[config.mk]
export PLATFORM = sky130hd
export DESIGN_NAME = uart_rx_fifo
export DESIGN_NICKNAME = d
export VERILOG_FILES = /design/src/rtl/uart_pkg.sv /design/src/rtl/sync_fifo.sv /design/src/rtl/uart_rx_fifo.sv
export SDC_FILE = /design/constraint.sdc
export NUM_CORES = 1
export LEC_CHECK = 0
export BUFFER_PORTS_ARGS = -buffer_cell sky130_fd_sc_hd__buf_2
export CAP_MARGIN = 20
export CORE_ASPECT_RATIO = 0.6
export CORE_MARGIN = 2
export CORE_UTILIZATION = 35
export CTS_BUF_LIST = sky130_fd_sc_hd__clkbuf_8
export CTS_CLUSTER_DIAMETER = 80
export DETAILED_ROUTE_END_ITERATION = 16
export HOLD_SLACK_MARGIN = 0.08
export SLEW_MARGIN = 25
export SYNTH_ARGS = -nofsm -noshare
export SYNTH_HDL_FRONTEND = slang
export SYNTH_HIERARCHICAL = 1
export SYNTH_SLANG_ARGS = --single-unit
export TNS_END_PERCENT = 20
[constraint.sdc]
create_clock -name clk -period 11.6 [get_ports clk]
set_input_delay 1.16 -clock clk [delete_from_list [all_inputs] [get_ports clk]]
set_output_delay 1.16 -clock clk [all_outputs]
set_load 0.05 [all_outputs]
[src/rtl/uart_pkg.sv]
// Shared types and constants for the UART receive path.
package uart_pkg;

  localparam int unsigned UART_DATA_BITS = 8;

  // Receiver FSM encoding, kept as plain constants for legacy tools.
  typedef logic [2:0] rx_state_t;
  localparam rx_state_t IDLE  = 3'd0;
  localparam rx_state_t START = 3'd1;
  localparam rx_state_t DATA  = 3'd2;
  localparam rx_state_t STOP  = 3'd3;
  localparam rx_state_t BREAK = 3'd4;

  // Width of a down-counter that must hold values 0 .. n-1.
  function automatic int unsigned cnt_width(input int unsigned n);
    return (n < 2) ? 1 : $clog2(n);
  endfunction

endpackage

[src/rtl/sync_fifo.sv]
// Single-clock first-word-fall-through FIFO with occupancy count.
module sync_fifo #(
  parameter int unsigned WIDTH = 8,
  parameter int unsigned DEPTH = 8
) (
  input  logic                   clk,
  input  logic                   rst,
  input  logic                   push,
  input  logic [WIDTH-1:0]       push_data,
  input  logic                   pop,
  output logic [WIDTH-1:0]       pop_data,
  output logic                   full,
  output logic                   empty,
  output logic [$clog2(DEPTH):0] count
);

  localparam int unsigned AW = $clog2(DEPTH);

  logic [AW:0]      wr_ptr, rd_ptr;
  logic [WIDTH-1:0] mem [DEPTH];
  logic             do_push, do_pop;

  // Pointers carry one extra bit so full and empty are distinguishable.
  assign count   = wr_ptr - rd_ptr;
  assign full    = (count == (AW+1)'(DEPTH));
  assign empty   = (count == '0);
  assign do_pop  = pop && !empty;
  // A pop in the same cycle frees the slot a full-FIFO push needs.
  assign do_push = push && (!full || do_pop);

  // Head is masked so the output reads zero while empty.
  assign pop_data = empty ? '0 : mem[rd_ptr[AW-1:0]];

  // Pointer update; reset discards all contents.
  always_ff @(posedge clk or posedge rst) begin
    if (rst) begin
      wr_ptr <= '0;
      rd_ptr <= '0;
    end else begin
      if (do_push) wr_ptr <= wr_ptr + 1'b1;
      if (do_pop)  rd_ptr <= rd_ptr + 1'b1;
    end
  end

  // Storage write; contents need no reset because reads are masked.
  always_ff @(posedge clk) begin
    if (do_push) mem[wr_ptr[AW-1:0]] <= push_data;
  end

endmodule

[src/rtl/uart_rx_fifo.sv]
// 8N1 UART receiver feeding a first-word-fall-through receive FIFO.
module uart_rx_fifo
  import uart_pkg::*;
#(
  parameter int unsigned CLKS_PER_BIT = 16,
  parameter int unsigned FIFO_DEPTH   = 8
) (
  input  logic                        clk,
  input  logic                        rst,
  input  logic                        rxd,
  output logic [7:0]                  rx_data,
  output logic                        rx_valid,
  input  logic                        rx_ready,
  output logic                        frame_err,
  output logic                        overrun,
  output logic [$clog2(FIFO_DEPTH):0] fifo_count
);

  localparam int unsigned CW = cnt_width(CLKS_PER_BIT);
  localparam int unsigned BW = $clog2(UART_DATA_BITS);

  logic                      rx_s1, rxs;
  rx_state_t                 state, state_d;
  logic [CW-1:0]             cnt, cnt_d;
  logic [BW-1:0]             bit_idx, bit_d;
  logic [UART_DATA_BITS-1:0] shreg, sh_d;
  logic                      push, pop, fifo_full, fifo_empty;

  // Two-flop synchronizer; idles high so reset never looks like a start bit.
  always_ff @(posedge clk or posedge rst) begin
    if (rst) begin
      rx_s1 <= 1'b1;
      rxs   <= 1'b1;
    end else begin
      rx_s1 <= rxd;
      rxs   <= rx_s1;
    end
  end

  // Frame FSM: every sample point is where the down-counter reaches zero.
  always_comb begin
    state_d   = state;
    cnt_d     = cnt;
    bit_d     = bit_idx;
    sh_d      = shreg;
    push      = 1'b0;
    frame_err = 1'b0;
    case (state)
      IDLE: begin
        if (!rxs) begin
          state_d = START;
          cnt_d   = CW'(CLKS_PER_BIT / 2 - 1);
        end
      end
      START: begin
        if (cnt == '0) begin
          if (rxs) begin
            state_d = IDLE;
          end else begin
            state_d = DATA;
            bit_d   = '0;
            cnt_d   = CW'(CLKS_PER_BIT - 1);
          end
        end else begin
          cnt_d = cnt - 1'b1;
        end
      end
      DATA: begin
        if (cnt == '0) begin
          sh_d  = {rxs, shreg[UART_DATA_BITS-1:1]};
          cnt_d = CW'(CLKS_PER_BIT - 1);
          if (bit_idx == BW'(UART_DATA_BITS - 1)) state_d = STOP;
          else                                    bit_d   = bit_idx + 1'b1;
        end else begin
          cnt_d = cnt - 1'b1;
        end
      end
      STOP: begin
        if (cnt == '0) begin
          if (rxs) begin
            push    = 1'b1;
            state_d = IDLE;
          end else begin
            frame_err = 1'b1;
            state_d   = BREAK;
          end
        end else begin
          cnt_d = cnt - 1'b1;
        end
      end
      BREAK: begin
        // Hold here while the line stays low so a break reports only once.
        if (rxs) state_d = IDLE;
      end
      default: state_d = IDLE;
    endcase
  end

  // FSM and datapath registers; reset aborts any frame in progress.
  always_ff @(posedge clk or posedge rst) begin
    if (rst) begin
      state   <= IDLE;
      cnt     <= '0;
      bit_idx <= '0;
      shreg   <= '0;
    end else begin
      state   <= state_d;
      cnt     <= cnt_d;
      bit_idx <= bit_d;
      shreg   <= sh_d;
    end
  end

  assign rx_valid = !fifo_empty;
  assign pop      = rx_valid && rx_ready;
  // A good byte is lost only when there is no room and no simultaneous pop.
  assign overrun  = push && fifo_full && !pop;

  sync_fifo #(
    .WIDTH (UART_DATA_BITS),
    .DEPTH (FIFO_DEPTH)
  ) u_fifo (
    .clk       (clk),
    .rst       (rst),
    .push      (push),
    .push_data (shreg),
    .pop       (pop),
    .pop_data  (rx_data),
    .full      (fifo_full),
    .empty     (fifo_empty),
    .count     (fifo_count)
  );

endmodule

==> flow_metrics.env <==
export IMPL_status="finished clean"
export IMPL_skew_ps=11.7
export IMPL_worstSkewPairLatency_ps=360
export IMPL_num_rows=30
export IMPL_io_pins=19
export IMPL_ys_warn_count=6
export IMPL_synth_compound_area_frac=0.0473
export IMPL_cp_max_fo=20
export IMPL_die_h_um=87.0
export IMPL_synth_avg_cell_area_um2=15.4
export IMPL_final_common_cell="edfxtp_1"
export IMPL_reg2regPathDepth=9
export IMPL_core_mm2=0.0113
export IMPL_drv_cap=0
export IMPL_numPortBuffers=18
export IMPL_syn_area_mm2=0.00402
export IMPL_placed_area_mm2=0.00428
export IMPL_worst_ep_arrival_time_ps=3540
export IMPL_slew_headroom=0.440
export IMPL_r2r_end="u_fifo/mem[6][7]"
export IMPL_cts_tree="done"
export IMPL_synth_top_family_by_area="multiplexers"
export IMPL_cp_start_kind="register"
export IMPL_finalHoldViolations=0
export IMPL_cts_clk_slew_worst_paths_ps=90
export IMPL_antenna_found_initial=0
export IMPL_muxShareOfSynthArea=0.127
export IMPL_diodes=0
export IMPL_setup_violations=0
export IMPL_tns_ps=0
export IMPL_htreeDepth=3
export IMPL_final_area_mm2=0.00450
export IMPL_die_x_um=142
export IMPL_cts_buffer_depth=2
export IMPL_gp_congestion=0.777
export IMPL_worstHoldPathType="register to register"
export IMPL_routed_via_density=4.87
export IMPL_slew_violations=0
export IMPL_dr_max_layer_used="met4"
export IMPL_grt_pass1_wl_um=11700
export IMPL_worstSetupPathType="register to output pin"
export IMPL_min_to="rxs"
export IMPL_ys_ff_latch=92
export IMPL_wl_met2_um=2910
export IMPL_worst_slew_pin_slew_ps=840
export IMPL_layout_nets=299
export IMPL_hold_buffers=0
export IMPL_min_from="rx_s1"
export IMPL_met1_length_um=3890
export IMPL_synth_xor_xnor_area_share=0.0218
export IMPL_drtIter0Drc=194
export IMPL_cellLeakagePower_nw=1.71
export IMPL_ys_seq_area_frac=0.653
export IMPL_numCtsBuffers=9
export IMPL_first_global_vias=2028
export IMPL_initial_core_util=0.357
export IMPL_period_minus_slack_ps=4700
export IMPL_grt_max_degree=21
export IMPL_numClockSinks=92
export IMPL_synthesis_nets=276
export IMPL_multi_input_area_mm2=0.00130
export IMPL_netlist_instances=262
export IMPL_dr_wl_met3_um=447
export IMPL_crit_path_end_kind="output pin"
export IMPL_power_total_mw=1.15
export IMPL_ant_nets=0
export IMPL_clockRootBuffer="clkbuf_8"
export IMPL_r2r_start="u_fifo/rd_ptr[1]"
export IMPL_synthAdderAreaFrac=0.0330
export IMPL_min_delay_path_depth=0
export IMPL_finalWirelength_um=7290
export IMPL_synth_simple_area_share=0.0924
export IMPL_fillers=1037
export IMPL_required_ps=10440
export IMPL_most_common_layout_cells="edfxtp_1 (64), nand2_1 (26), dfrtp_1 (26), buf_2 (18), mux4_2 (16)"
export IMPL_max_freq_mhz=213
export IMPL_ff2ff_setup_slack_ps=7690
export IMPL_area_growth_synth_to_final_pct=11.9
export IMPL_hpwl_um=5120
export IMPL_vias=2112
export IMPL_cts_setup_buffers=0
export IMPL_ir_drop_v=0.000101
export IMPL_grt_overflow=0
export IMPL_grt_setup_unrepaired="no"
export IMPL_drc=0
export IMPL_wl_per_cell_um=16.8
export IMPL_p_per_area_mw_per_mm2=256
export IMPL_die_area_mm2=0.0124
export IMPL_drive_gt1_frac=0.276
export IMPL_ctsResizeCount=0
export IMPL_grtUsageTotal=0.130
export IMPL_regArea_mm2=0.00263
export IMPL_synth_cell_types=49
export IMPL_first_pass_iters=4
export IMPL_fin_crit_sh=0.405
-- report_power, final --
group | switching, mW | total (mW) | internal, mW
sequential | 0.0609 | 0.440 | 0.379
clock | 0.113 | 0.236 | 0.122
combinational | 0.318 | 0.476 | 0.158
-- critical path, cell delays in order (launching register included) --
cell     delay, ps
dfrtp_1        900
inv_1          190
fa_1           440
xor2_1         160
or3_4          350
o21ba_2        410
nor2b_1        180
and4b_1        280
buf_2          260
-- cell type report --
class,instances,area share
inverters,14,0.0117
clock inverters,7,0.0217
repair buffers,22,0.0267
flip-flops and latches,92,0.583
clock buffers,9,0.0275
well taps,144,0.0400
multi-input cells,146,0.290
-- stage by stage --
stage          setup WS [ps]  std cells   util  hold slack [ps]
3_3_place_gp            7330        418  0.379              347
5_1_grt                 6640        434  0.400              364
3_5_place_dp            7230        418  0.380              348
4_1_cts                 6810        434  0.400              362
2_1_floorplan           6880        262      -              345
6_report                6900        434  0.400              362
-- registers in the layout (all words and copies together) (netlist names) --
signal         count
rx_s1              1
u_fifo/rd_ptr      4
u_fifo/mem        64
cnt                4
rxs                1
bit_idx            3
state              3
shreg              8
u_fifo/wr_ptr      4
-- cells by family after synthesis --
logic type	count (synthesis)
XOR/XNOR	10
adder cells (fa/ha/maj)	10
multiplexers	29
buffers and inverters	24
flip-flops	92
AO/OA/AOI/OAI	27
AND/OR/NAND/NOR	70
-- synth_stat cells (all sizes together) --
library cell	number	area, µm²
o31ai	1	7.51
o21ai	2	10.0
nand4	2	12.5
a211oi	1	7.51
nor3	6	30.0
dfstp	2	52.6
dfrtp	26	651
mux4	16	360
clkbuf	2	7.51
o21ba	1	10.0
a311oi	2	17.5
buf	8	43.8
o41a	1	21.3
and2	1	6.26
and4b	1	10.0
nand2b	4	25.0
clkinv	1	3.75
fa	1	20.0
inv	13	48.8
and2b	1	10.0
xnor2	5	43.8
nor2	12	45.0
nor2b	2	12.5
o2bb2ai	1	8.76
nand2	28	110
nor4b	1	8.76
or3	1	11.3
or2	1	6.26
nor4	1	6.26
and3	2	13.8
ha	9	113
xor2	5	43.8
nand3b	2	15.0
mux2i	2	20.0
edfxtp	64	1920
a21o	1	7.51
a21oi	16	83.8
nor3b	3	38.8
nand3	2	10.0
mux2	11	131
o41ai	1	16.3
-- how the worst max path moves through the flow --
stage | from | end | slack, ps | cells after the start
after global routing | u_fifo/rd_ptr[1] | overrun | 6640 | 8
after global placement | u_fifo/rd_ptr[1] | overrun | 7330 | 8
final | u_fifo/rd_ptr[1] | overrun | 6900 | 8
after floorplan | u_fifo/rd_ptr[1] | rx_data[0] | 6880 | 9
after detailed placement | u_fifo/rd_ptr[1] | overrun | 7230 | 8
after CTS | u_fifo/rd_ptr[1] | overrun | 6810 | 8
-- metal layers --
layer,vias up,track usage
met1,1051,0.206
li1,1019,-
met2,36,0.166
met4,0,0.0378
met5,-,0
met3,6,0.0440
Note: power is estimated with default switching activity, not from simulation.
